### src/rtl/fifo_arb_pkg.sv
// Shared definitions for the FIFO write arbiter: FSM state type and
// sizing constants used by the arbiter top and its round-robin picker.
package fifo_arb_pkg;

   // Arbiter FSM states
   typedef enum logic {
      IDLE  = 1'b0,
      GRANT = 1'b1
   } arb_state_e;

   // Largest requester count the arbiter is sized for
   localparam int NUM_REQ_MAX = 8;

   // Default cap on words written under a single grant
   localparam int MAX_BURST_DEFAULT = 8;

endpackage

### src/rtl/fifo_write_arbiter_rr_pick.sv
// Round-robin picker: returns the first set request found searching
// upward from (last_ptr + 1) mod NUM_REQ. Purely combinational.
module rr_pick
   import fifo_arb_pkg::*;
#(
   parameter int NUM_REQ = 4
) (
   input  logic [NUM_REQ-1:0]         req_vec,
   input  logic [$clog2(NUM_REQ)-1:0] last_ptr,
   output logic [$clog2(NUM_REQ)-1:0] pick_idx,
   output logic                       pick_valid
);

   localparam int IDX_W = $clog2(NUM_REQ);

   int               cand_s;
   logic [IDX_W-1:0] cand_idx_s;

   // Scan from the farthest candidate down to last_ptr+1 so the nearest hit is written last and wins
   always_comb begin
      pick_idx   = '0;
      pick_valid = 1'b0;
      cand_s     = 0;
      cand_idx_s = '0;
      for (int k = NUM_REQ; k >= 1; k--) begin
         cand_s     = (int'(last_ptr) + k) % NUM_REQ;
         cand_idx_s = IDX_W'(cand_s);
         pick_idx   = req_vec[cand_idx_s] ? cand_idx_s : pick_idx;
         pick_valid = pick_valid | req_vec[cand_idx_s];
      end
   end

endmodule

### src/rtl/fifo_write_arbiter.sv
// Round-robin arbiter sharing one FIFO write port among NUM_REQ requesters.
// Two-state FSM (IDLE/GRANT) with a registered one-hot grant; the write
// strobe, ack and data mux are combinational from the grant and live inputs.
// Build option: FIFO_ARB_PACKET_LOCK_EN -- when defined, a grant is held until
// the requester's word marked Last_in (capped at MAX_BURST words); when not
// defined, every grant covers exactly one word (word-level round robin).
module fifo_write_arbiter
   import fifo_arb_pkg::*;
#(
   parameter int NUM_REQ    = 4,
   parameter int DATA_WIDTH = 8,
   parameter int MAX_BURST  = MAX_BURST_DEFAULT
) (
   input  logic                          Clk,
   input  logic                          Clear_in,
   input  logic [NUM_REQ-1:0]            Req_in,
   input  logic [NUM_REQ-1:0]            Last_in,
   input  logic [NUM_REQ*DATA_WIDTH-1:0] Data_in,
   output logic [NUM_REQ-1:0]            Grant_out,
   output logic [NUM_REQ-1:0]            Ack_out,
   input  logic                          Fifo_Full_in,
   output logic                          Fifo_WriteEn_out,
   output logic [DATA_WIDTH-1:0]         Fifo_Data_out
);

   localparam int IDX_W   = $clog2(NUM_REQ);
   localparam int BURST_W = $clog2(MAX_BURST + 1);
   localparam logic [IDX_W-1:0]   LAST_RESET = IDX_W'(NUM_REQ - 1);
   localparam logic [BURST_W-1:0] BURST_CAP  = BURST_W'(MAX_BURST);

   arb_state_e          state_r, state_nxt_s;
   logic [NUM_REQ-1:0]  grant_r, grant_nxt_s;
   logic [IDX_W-1:0]    gidx_r, gidx_nxt_s;
   logic [IDX_W-1:0]    last_r, last_nxt_s;
   logic [BURST_W-1:0]  burst_r, burst_nxt_s;

   logic [IDX_W-1:0]    pick_idx_s;
   logic                pick_valid_s;
   logic                req_g_s;
   logic                last_g_s;
   logic                xfer_s;
   logic                rel_rule_s;
   logic                cap_hit_s;
   logic [BURST_W-1:0]  burst_inc_s;
   logic [DATA_WIDTH-1:0] data_s;

   rr_pick #(
      .NUM_REQ (NUM_REQ)
   ) u_rr_pick (
      .req_vec    (Req_in),
      .last_ptr   (last_r),
      .pick_idx   (pick_idx_s),
      .pick_valid (pick_valid_s)
   );

   // Granted requester's request/last flags and the data mux (grant is one-hot or zero)
   always_comb begin
      req_g_s  = |(grant_r & Req_in);
      last_g_s = |(grant_r & Last_in);
      xfer_s   = req_g_s & ~Fifo_Full_in & ~Clear_in;
      data_s   = '0;
      for (int i = 0; i < NUM_REQ; i++) begin
         data_s = data_s | (Data_in[i*DATA_WIDTH +: DATA_WIDTH] & {DATA_WIDTH{grant_r[i]}});
      end
   end

`ifdef FIFO_ARB_PACKET_LOCK_EN
   // Packet mode: hold the grant until the word flagged as last is written
   assign rel_rule_s = last_g_s;
`else
   // Word mode: release after every write; Last_in is irrelevant (the OR only keeps it connected)
   assign rel_rule_s = 1'b1 | last_g_s;
`endif

   assign burst_inc_s      = burst_r + BURST_W'(1);
   assign cap_hit_s        = (burst_inc_s == BURST_CAP);
   assign Fifo_WriteEn_out = xfer_s;
   assign Fifo_Data_out    = data_s;
   assign Ack_out          = grant_r & {NUM_REQ{xfer_s}};
   assign Grant_out        = grant_r;

   // Next-state logic: arbitrate in IDLE, hold or release the grant in GRANT
   always_comb begin
      state_nxt_s = state_r;
      grant_nxt_s = grant_r;
      gidx_nxt_s  = gidx_r;
      last_nxt_s  = last_r;
      burst_nxt_s = burst_r;
      case (state_r)
         IDLE: begin
            if (pick_valid_s) begin
               state_nxt_s = GRANT;
               grant_nxt_s = NUM_REQ'(1) << pick_idx_s;
               gidx_nxt_s  = pick_idx_s;
               burst_nxt_s = '0;
            end else begin
               grant_nxt_s = '0;
               burst_nxt_s = '0;
            end
         end
         GRANT: begin
            if (!req_g_s || (xfer_s && (rel_rule_s || cap_hit_s))) begin
               // Always drop to IDLE so a new grant is preceded by a bubble
               state_nxt_s = IDLE;
               grant_nxt_s = '0;
               last_nxt_s  = gidx_r;
               burst_nxt_s = '0;
            end else if (xfer_s) begin
               burst_nxt_s = burst_inc_s;
            end else begin
               burst_nxt_s = burst_r;
            end
         end
         default: begin
            state_nxt_s = IDLE;
            grant_nxt_s = '0;
            burst_nxt_s = '0;
         end
      endcase
   end

   // State registers with synchronous clear; clear aborts any grant in progress
   always_ff @(posedge Clk) begin
      if (Clear_in) begin
         state_r <= IDLE;
         grant_r <= '0;
         gidx_r  <= '0;
         last_r  <= LAST_RESET;
         burst_r <= '0;
      end else begin
         state_r <= state_nxt_s;
         grant_r <= grant_nxt_s;
         gidx_r  <= gidx_nxt_s;
         last_r  <= last_nxt_s;
         burst_r <= burst_nxt_s;
      end
   end

endmodule

### config.mk
export PLATFORM = sky130hd
export DESIGN_NAME = fifo_write_arbiter
export DESIGN_NICKNAME = d
export VERILOG_FILES = /design/src/rtl/fifo_arb_pkg.sv /design/src/rtl/fifo_write_arbiter_rr_pick.sv /design/src/rtl/fifo_write_arbiter.sv
export SDC_FILE = /design/constraint.sdc
export NUM_CORES = 1
export LEC_CHECK = 0
export ABC_AREA = 0
export BUFFER_PORTS_ARGS = -buffer_cell sky130_fd_sc_hd__buf_2
export CAP_MARGIN = 40
export CORE_UTILIZATION = 36
export DETAILED_ROUTE_END_ITERATION = 6
export PLACE_DENSITY = 0.85
export SLEW_MARGIN = 20
export SYNTH_ARGS = -nofsm -noshare
export SYNTH_HDL_FRONTEND = slang
export SYNTH_SLANG_ARGS = --single-unit
### constraint.sdc
create_clock -name Clk -period 1.5 [get_ports Clk]
set_clock_uncertainty 0.05 [all_clocks]
set_input_delay 0.15 -clock Clk [delete_from_list [all_inputs] [get_ports Clk]]
set_output_delay 0.15 -clock Clk [all_outputs]
set_load 0.005 [all_outputs]
Yosys cells after proc, flatten, opt, wreduce, memory -nomap -nowiden:

Cells that the tools add are included.
W data, S select, Z words.

* muxes and demuxes: 18
* bitwise gates (word level): 17
* magnitude comparators: 4
* shifts and indexed selects: 1
* $add $sub $neg: 4
* eq/ne operators: 1
* reductions and logical operators: 5

Operators with widths (number)
* $and A8 B8 Y8: 4
* $or A8 B8 Y8: 3
* $lt A2 B3 Y1 const B: 4
* $and A4 B4 Y4: 2
* $bmux W1 S2: 4
* $mux W2: 4
* $mux W4: 2
* $pmux W4 S2: 1
* $mux W1: 6
* $add A2 B1 Y2 const B: 2
* $add A2 B2 Y2 const B: 2
* $reduce_and A2 Y1: 2
* $reduce_or A4 Y1: 1
* $shl A1 B2 Y4 const A: 1
* $not A1 Y1: 3
* $or A1 B1 Y1: 3
* $and A1 B1 Y1: 2
* $ne A2 B1 Y1 const B: 1
* $pmux W1 S2: 1
* $logic_not A1 Y1: 1
* $logic_or A1 B1 Y1: 1

* input port bits: 43
* word-level logic and storage cells: 54
* output and inout bits: 17
* flip-flop bits (word level): 9

Longest topological paths before layout:

Gate-level depths: netlist of the first run.

* depth in word-level cells: 10
* depth in mapped cells: 4
* depth with buffers taken out: 4

Cells and area by module:

From an unflattened synthesis of the first run, not the netlist that was laid out.

* cells, all modules: 91
* area, all modules: 759.5 um^2

Modules (own cells, without submodules)
* fifo_write_arbiter: times used 1, cells an instance 77, area an instance 668.1 um^2, seq. area each 180.2 um^2
* rr_pick: times used 1, cells an instance 14, area an instance 91.3 um^2, seq. area each 0.0 um^2

Worst setup path after synthesis of the first run:

No wires, ideal clock.

* path kind: flip-flop to flip-flop
* from: reg grant_r[0], in the netlist Grant_out[0]
* to: reg last_r[0]
* stages on the path, launching flop included: 5
* period minus slack after synthesis: 1.285 ns
* path buffers: 0
* slack: 0.215 ns
* data arrival time: 1.113 ns
* required time: 1.328 ns
* path through: dfxtp_1 a22o_4 o21ai_4 a21oi_1 a311o_1

* cells in the longest elaborated chain, start to end: 6
* elaborated cells between the ends (all ways): 7

Ends and longest elaborated chain
* start, declared: RTL line fifo_write_arbiter.sv:32 `logic [NUM_REQ-1:0] grant_r, grant_nxt_s;`
* start signal, assigned: RTL line fifo_write_arbiter.sv:132 `grant_r <= grant_nxt_s;`
* $and A4 B4 Y4 (*): RTL line fifo_write_arbiter.sv:58 `req_g_s = |(grant_r & Req_in);`
* $reduce_or A4 Y1 (*): RTL line fifo_write_arbiter.sv:58
* $and A1 B1 Y1 (2 in series): RTL line fifo_write_arbiter.sv:60 `xfer_s = req_g_s & ~Fifo_Full_in & ~Clear_in;`
* $logic_or A1 B1 Y1 (*): RTL line fifo_write_arbiter.sv:102 `if (!req_g_s || (xfer_s && (rel_rule_s || cap_hit_s))) begin`
* $reduce_and A2 Y1 (no source line) (*)
* end signal, assigned: RTL line fifo_write_arbiter.sv:134 `last_r <= last_nxt_s;`
* end, declared: RTL line fifo_write_arbiter.sv:34 `logic [IDX_W-1:0] last_r, last_nxt_s;`

Mark *: on every way between the ends. The rest lies on a longest branch, timed or not.
A chain may end at the register's enable or synchronous reset.

Final worst setup path of the first run:

* from: reg grant_r[2], in the netlist Grant_out[2]
* to: reg last_r[0]

Same word-level chain as after synthesis.

==> reports/metrics.yaml, run 1 <==
finish:
  fin_cells: 169
  multi_input_comb_area_um2: 480
  register_area_um2: 185
  nNetsFinal: 188
  drive_gt1_share_pct: 52.1
  areaGrowthSynthToFinish_pct: 59.7
  fill_cells: 153
  antennaDiodeCount: 0
  layout_common_cells: "buf_2, a22oi_1, nand2_1"
  final_area_mm2: 0.00105
  mostFrequentLayoutCell: "buf_2"
place:
  place_area_um2: 975
  pre_cts_slack_ns: 0.108
  portBuffers: 55
  post-dp-hpwl_mm: 1.62
  dp_cells: 162
  gp_congestion: 0.774
critical_path:
  cp_top_family: "compound AO/OA/AOI/OAI gates"
  cpPeakStageDelay_ns: 0.33
  required_ns: 1.60
  crit_chain: "a22o_4 > buf_4 > o21ai_4 > a21oi_1 > a311o_1"
  crit_slowest_cell: "dfxtp_2"
  path_class: "flop to flop"
  cp.arrival_ns: 1.56
  crit_buf_inv: 1
  worst_setup_path_end_kind: "flop"
  crit_fanout: 3
  startpoint_type: "flop"
power:
  powerDensity_mw_per_mm2: 723
  peakVddDrop_mv: 0.389
  p_leak_uw: 0.000566
logic_synthesis:
  synth.distinct_cells: 27
  synth.avg_cell_area_um2: 7.96
  synth_nets: 126
  synth-seq-area-share_pct: 27.3
  netlist.area_leader.share_pct: 27.3
  yosys_warnings: 0
  syn_inst: 83
  synthesis.area_um2: 661
  ys_seq_elements: 9
  netlist.top_cell.by_area: "dfxtp_1"
  netlist_top_cells_area: "dfxtp_1, a22oi_1, nand2_1, a32o_1, and2_1"
floorplan:
  rows: 15
  core_area_mm2: 0.00173
  die_w_um: 44.8
  start_util_pct: 38.3
  die_area_mm2: 0.00201
  ioPinCount: 60
  die_h_um: 44.8
routing:
  drtPass1Iterations: 4
  vias: 914
  drt_iter0_markers: 26
  drc: 0
  antenna_left: 0
  via_per_inst: 5.41
  routed_wl_mm: 2.29
  avgRoutedWirePerCell_um: 13.5
global_route:
  grt_usage_pct: 22.5
  grt_max_degree: 12
  antenna_found_initial: 0
  grt_pass1_vias: 805
  grt_pass1_wl_mm: 3.35
  grt_overflow_total: 0
clock_network:
  cts_buffer_depth: 2
  clk_pin_slew_ns: 0.06
  cts_hold_buf: 0
  clk_latency_ns: 0.26
  cts_buffers: 3
  cts_root_buf: "clkbuf_4"
  clock-sinks: 9
  h-tree-depth: 1
  cts_tree: "yes"
job:
  maxCapViolations: 0
timing:
  hold-worst-slack_ns: 0.133
  fmax_mhz: 684
  setup_viol: 0
  tightest_slew_ns: 0.285
  post-route-period-util_pct: 97.5
  min_period_ns: 1.46
  relSlewSlack_pct: 80.8
  rsz0062_at_grt: "true"
  setup_slack_ns: 0.0377
  finalHoldViolations: 0
  drv_slew: 0
outcome:
  status: "completed"
min_path:
  hold_path_class: "input port to flop"
==> flip-flops by register name, indices dropped and copies added, names as in the netlist <==
signal and flops:
gidx_r 2, Grant_out 4, last_r 2, state_r 1
==> worst reg2reg max path, delay by kind of cell, from the launching register on <==
| kind | cells | cell delay, ns |
|---|---|---|
| AO/OA/AOI/OAI | 4 | 0.83 |
| flip-flops | 1 | 0.33 |
| buffers and inverters | 1 | 0.15 |
==> report_power, final <==
part | switching, uW | internal, uW | leakage (uW) | total [uW]
registers | 21.8 | 262 | 0.0000759 | 284
clock network | 83.1 | 102 | 0.0000150 | 185
logic | 144 | 150 | 0.000475 | 293
total | 248 | 515 | 0.000566 | 763
==> synthesized netlist by cell type <==
cell	count
a22oi_1	16
nand2_1	13
dfxtp_1	9
nor2_1	6
and2_1	5
a21oi_1	4
a32o_1	4
clkbuf_1	4
a311o_1	2
nand2b_1	2
o22a_1	2
a211oi_1	1
a21boi_0	1
a21boi_1	1
a21o_1	1
a22o_2	1
a22o_4	1
a31oi_1	1
buf_4	1
inv_1	1
mux2i_1	1
nand3_1	1
nor3_1	1
o211ai_1	1
o21a_2	1
o21ai_0	1
o21ai_4	1
==> repair_timing <==
item                                    in CTS  in global routing
endpoints found under the setup margin       5                  8
gates resized for setup                      9                  0
pin swaps                                    4                  8
buffers inserted                             2                  1
==> metal layers <==
metal  GRT usage, %  routed length (um)  vias up
met4           12.7                  11        0
met5              0                   0        -
li1               -                   -      444
met1           28.3                 964      439
met2           37.6                1230       29
met3           2.00                  82        2
==> path summary, 6_finish.rpt <==
check,startpoint,end,slack [ns],cells after the start
max,Grant_out[2],last_r[0],0.04,5
min,Clear_in,gidx_r[1],0.13,2
max reg2reg,Grant_out[2],last_r[0],0.04,5
min reg2reg,gidx_r[1],gidx_r[1],0.43,2
==> cell type report <==
class / count / share of cell area [%]
Inverter: 1 / 0.356
Clock buffer: 4 / 2.49
Timing Repair Buffer: 62 / 31.1
Sequential cell: 9 / 17.6
Multi-Input combinational cell: 68 / 45.6
Tap cell: 25 / 2.97
==> through the flow <==
step	TNS [ns]	power, uW	utilization (%)
detailed placement	0	553	56.4
global placement	0	543	56.4
CTS	0	757	60.7
global route	-0.124	810	61.1
finish	0	763	61.1
floorplan	0	427	-
==> logic make-up after synthesis <==
| kind of cell | synth area share (%) |
|---|---|
| AOI/OAI and AO/OA | 48.3 |
| buffers and inverters | 3.98 |
| DFF | 27.3 |
| muxes | 1.52 |
| and+or+nand+nor | 18.9 |
(Power assumes the default switching activity.)
==> run 2, diff against run 1 <==
--- a/config.mk
+++ b/config.mk
@@ -5,12 +5,13 @@
 export SDC_FILE = /design/constraint.sdc
 export NUM_CORES = 1
 export LEC_CHECK = 0
-export ABC_AREA = 0
+export ABC_AREA = 1
 export BUFFER_PORTS_ARGS = -buffer_cell sky130_fd_sc_hd__buf_2
 export CAP_MARGIN = 40
-export CORE_UTILIZATION = 36
+export CORE_MARGIN = 4
+export CORE_UTILIZATION = 40
 export DETAILED_ROUTE_END_ITERATION = 6
-export PLACE_DENSITY = 0.85
+export PLACE_DENSITY = 0.86
 export SLEW_MARGIN = 20
 export SYNTH_ARGS = -nofsm -noshare
 export SYNTH_HDL_FRONTEND = slang
==> run 2 against run 1 <==
Compared with the run above: sequential share of layout area down 3.5 points; highest routed layer unchanged; critical path depth is 7 higher; global-route usage down 4.4 points; synthesized area grew 26%; setup slack worse by 0.037 ns; power increased to 3.2 times the previous value; utilization up 7.8 points; routed wire length rose by 20%.
==> reports/metrics.yaml, run 2 <==
clock_network:
  clk_latency_ns: 0.27
  cts_tree: "yes"
  clock-sinks: 9
  h-tree-depth: 1
  cts_root_buf: "clkbuf_4"
  cts_buffer_depth: 2
  clk_pin_slew_ns: 0.06
  cts_buffers: 3
finish:
  antennaDiodeCount: 0
  layout_common_cells: "buf_2, nand2_1, nand2_2"
  drive_gt1_share_pct: 53.8
  mostFrequentLayoutCell: "buf_2"
  nNetsFinal: 267
  largest_reg_flops: 4
  fill_cells: 188
  areaGrowthSynthToFinish_pct: 62.9
logic_synthesis:
  synthAdderAreaFrac_pct: 0
  ys_seq_elements: 9
  synth_xor_area_share_pct: 0
  netlist_top_cells_area: "nand2_1, dfxtp_1, nand2_2, nor2_1, nand4_1"
  synthesis.area_um2: 830
  synth_mux_area_share_pct: 0
  synth_simple_gate_area_share_pct: 59.0
  synth.distinct_cells: 19
  yosysMostFrequentCell: "nand2_1"
  netlist.top_cell.by_area: "nand2_1"
  synthFlopType: "dfxtp_1"
  synth_edf_count: 0
  synth_nets: 195
  async_reset_ff_share_pct: 0
  netlist.area_leader.share_pct: 26.7
  synth_compound_area_share_pct: 8.60
  syn_inst: 152
  synth.avg_cell_area_um2: 5.46
  yosys_warnings: 0
  synth_top_family_by_area: "simple AND/OR/NAND/NOR gates"
  synth-seq-area-share_pct: 21.7
  netlist_top_cells_count: "nand2_1, nand2_2, nor2_1, inv_1, dfxtp_1"
critical_path:
  required_ns: 1.65
  crit_start: "last_r[0]"
  worstSetupEndpoint: "Grant_out[2]"
  timing.rr.end: "Grant_out[2]"
  crit_buf_inv: 1
  worst_setup_path_end_kind: "flop"
  path_class: "flop to flop"
  crit_slowest_cell: "dfxtp_4"
  rr_startpoint: "last_r[0]"
  crit_fanout: 8
  reg2reg_slack_ns: 0.0008
  cp_top_family: "simple AND/OR/NAND/NOR gates"
  startpoint_type: "flop"
  r2r_cells: 12
  cpMostUsedCell: "nand2_2"
  cpPeakStageDelay_ns: 0.42
  crit_chain: "inv_8 > nand2_2 > nand2_2 > nand2_2 > nand2_2 > nand2_2 > nand2_1 > nand2_1 > nand2_2 > nor2_4 > nand2_2 > a21oi_2"
  cp.arrival_ns: 1.65
  critical_path_depth: 12
floorplan:
  die_w_um: 53.5
  start_util_pct: 42.3
  die_area_mm2: 0.00287
  rows: 16
  core_area_mm2: 0.00196
  ioPinCount: 60
  die_h_um: 53.5
outcome:
  status: "completed"
timing:
  setup_slack_ns: 0.000764
  relSlewSlack_pct: 86.6
  rsz0062_at_grt: "true"
  setup_viol: 0
  drv_slew: 0
  post-route-period-util_pct: 99.9
  tightest_slew_ns: 0.199
  finalHoldViolations: 0
  fmax_mhz: 667
  fin_tns_setup_ns: 0
  min_period_ns: 1.50
global_route:
  grt_max_degree: 12
  grt_pass1_wl_mm: 3.92
  antenna_found_initial: 0
  grt_usage_pct: 18.1
  grt_overflow_total: 0
  grt_pass1_vias: 962
power:
  p_leak_uw: 0.000739
  powerDensity_mw_per_mm2: 1780
  peakVddDrop_mv: 0.916
min_path:
  min-delay-start: "Clear_in"
  hold_path_class: "input port to flop"
routing:
  antenna_left: 0
  vias: 1180
  routed_wl_mm: 2.73
  avgRoutedWirePerCell_um: 10.9
  drc: 0
  via_per_inst: 4.72
  drtPass1Iterations: 4
  drt_iter0_markers: 22
job:
  maxCapViolations: 0
place:
  gp_congestion: 0.844
  post-dp-hpwl_mm: 2.06
  portBuffers: 55
  pre_cts_slack_ns: -0.0529
## run 2: changes by cell type in the layout (fill, tap and decap cells not counted), sizes merged, moves of 4 or more
cell   change
a32o       -4
buf        +9
nor2      +10
and2       -5
nand2     +61
inv       +17
nand4      +8
a22oi     -16
nand3      +8
## run 2: cells by family after synthesis
| logic type | Yosys count |
|---|---|
| and+or+nand+nor | 108 |
| buffers and inverters | 22 |
| AOI/OAI and AO/OA | 13 |
| DFF | 9 |
## run 2: worst register-to-register path, delay by kind of cell, from the launching register on
kind                   cells  cell delay [ns]
AOI/OAI and AO/OA          1             0.14
buffers and inverters      1             0.07
DFF                        1             0.42
and+or+nand+nor           10             0.76
## run 2: layout make-up
cell class,count,area [um^2],share of cell area (%)
Multi-Input combinational cell,121,624,46.2
Timing Repair Buffer,71,399,29.5
Sequential cell,9,190,14.1
Inverter,18,77.6,5.74
Tap cell,27,33.8,2.50
Clock buffer,4,26.3,1.94
## run 2: how the worst min path moves through the flow
stage                         endpoint  slack [ns]  cells past startpoint
after floorplan           Grant_out[0]        0.17                      1
after CTS                 Grant_out[2]        0.07                      2
final                     Grant_out[3]        0.07                      2
after detailed placement  Grant_out[1]        0.35                      2
after global placement         state_r        0.35                      2
after global routing      Grant_out[3]        0.07                      2
## run 2: report_power, final
group	switching (uW)	internal, uW	total, uW
logic	996	790	1790
clock network	90.0	103	193
registers	84.9	347	431
total	1170	1240	2410
## run 2: metrics by stage
step           hold slack, ns  utilization [%]  total power [uW]  instance area, um^2  instances
6_report               0.0742             68.9              2410                 1350        250
3_5_place_dp            0.355             60.5              1880                 1190        239
3_3_place_gp            0.351             60.5              1860                 1190        239
2_1_floorplan           0.169                -              1380                  830        152
4_1_cts                0.0726             62.9              2110                 1230        244
5_1_grt                0.0678             68.9              2650                 1350        250
## run 2: repair_timing
item / 4_1_cts / 5_1_grt
hold buffers: 0 / 0
pin swaps: 3 / 18
endpoints found under the setup margin: 10 / 11
buffers inserted: 1 / 6
resized for setup: 6 / 26
## run 2: per-layer routing
metal	track usage [%]	routed length [um]
met5	0	0
met4	8.94	36
met3	1.94	104
met2	27.1	1440
met1	25.5	1150
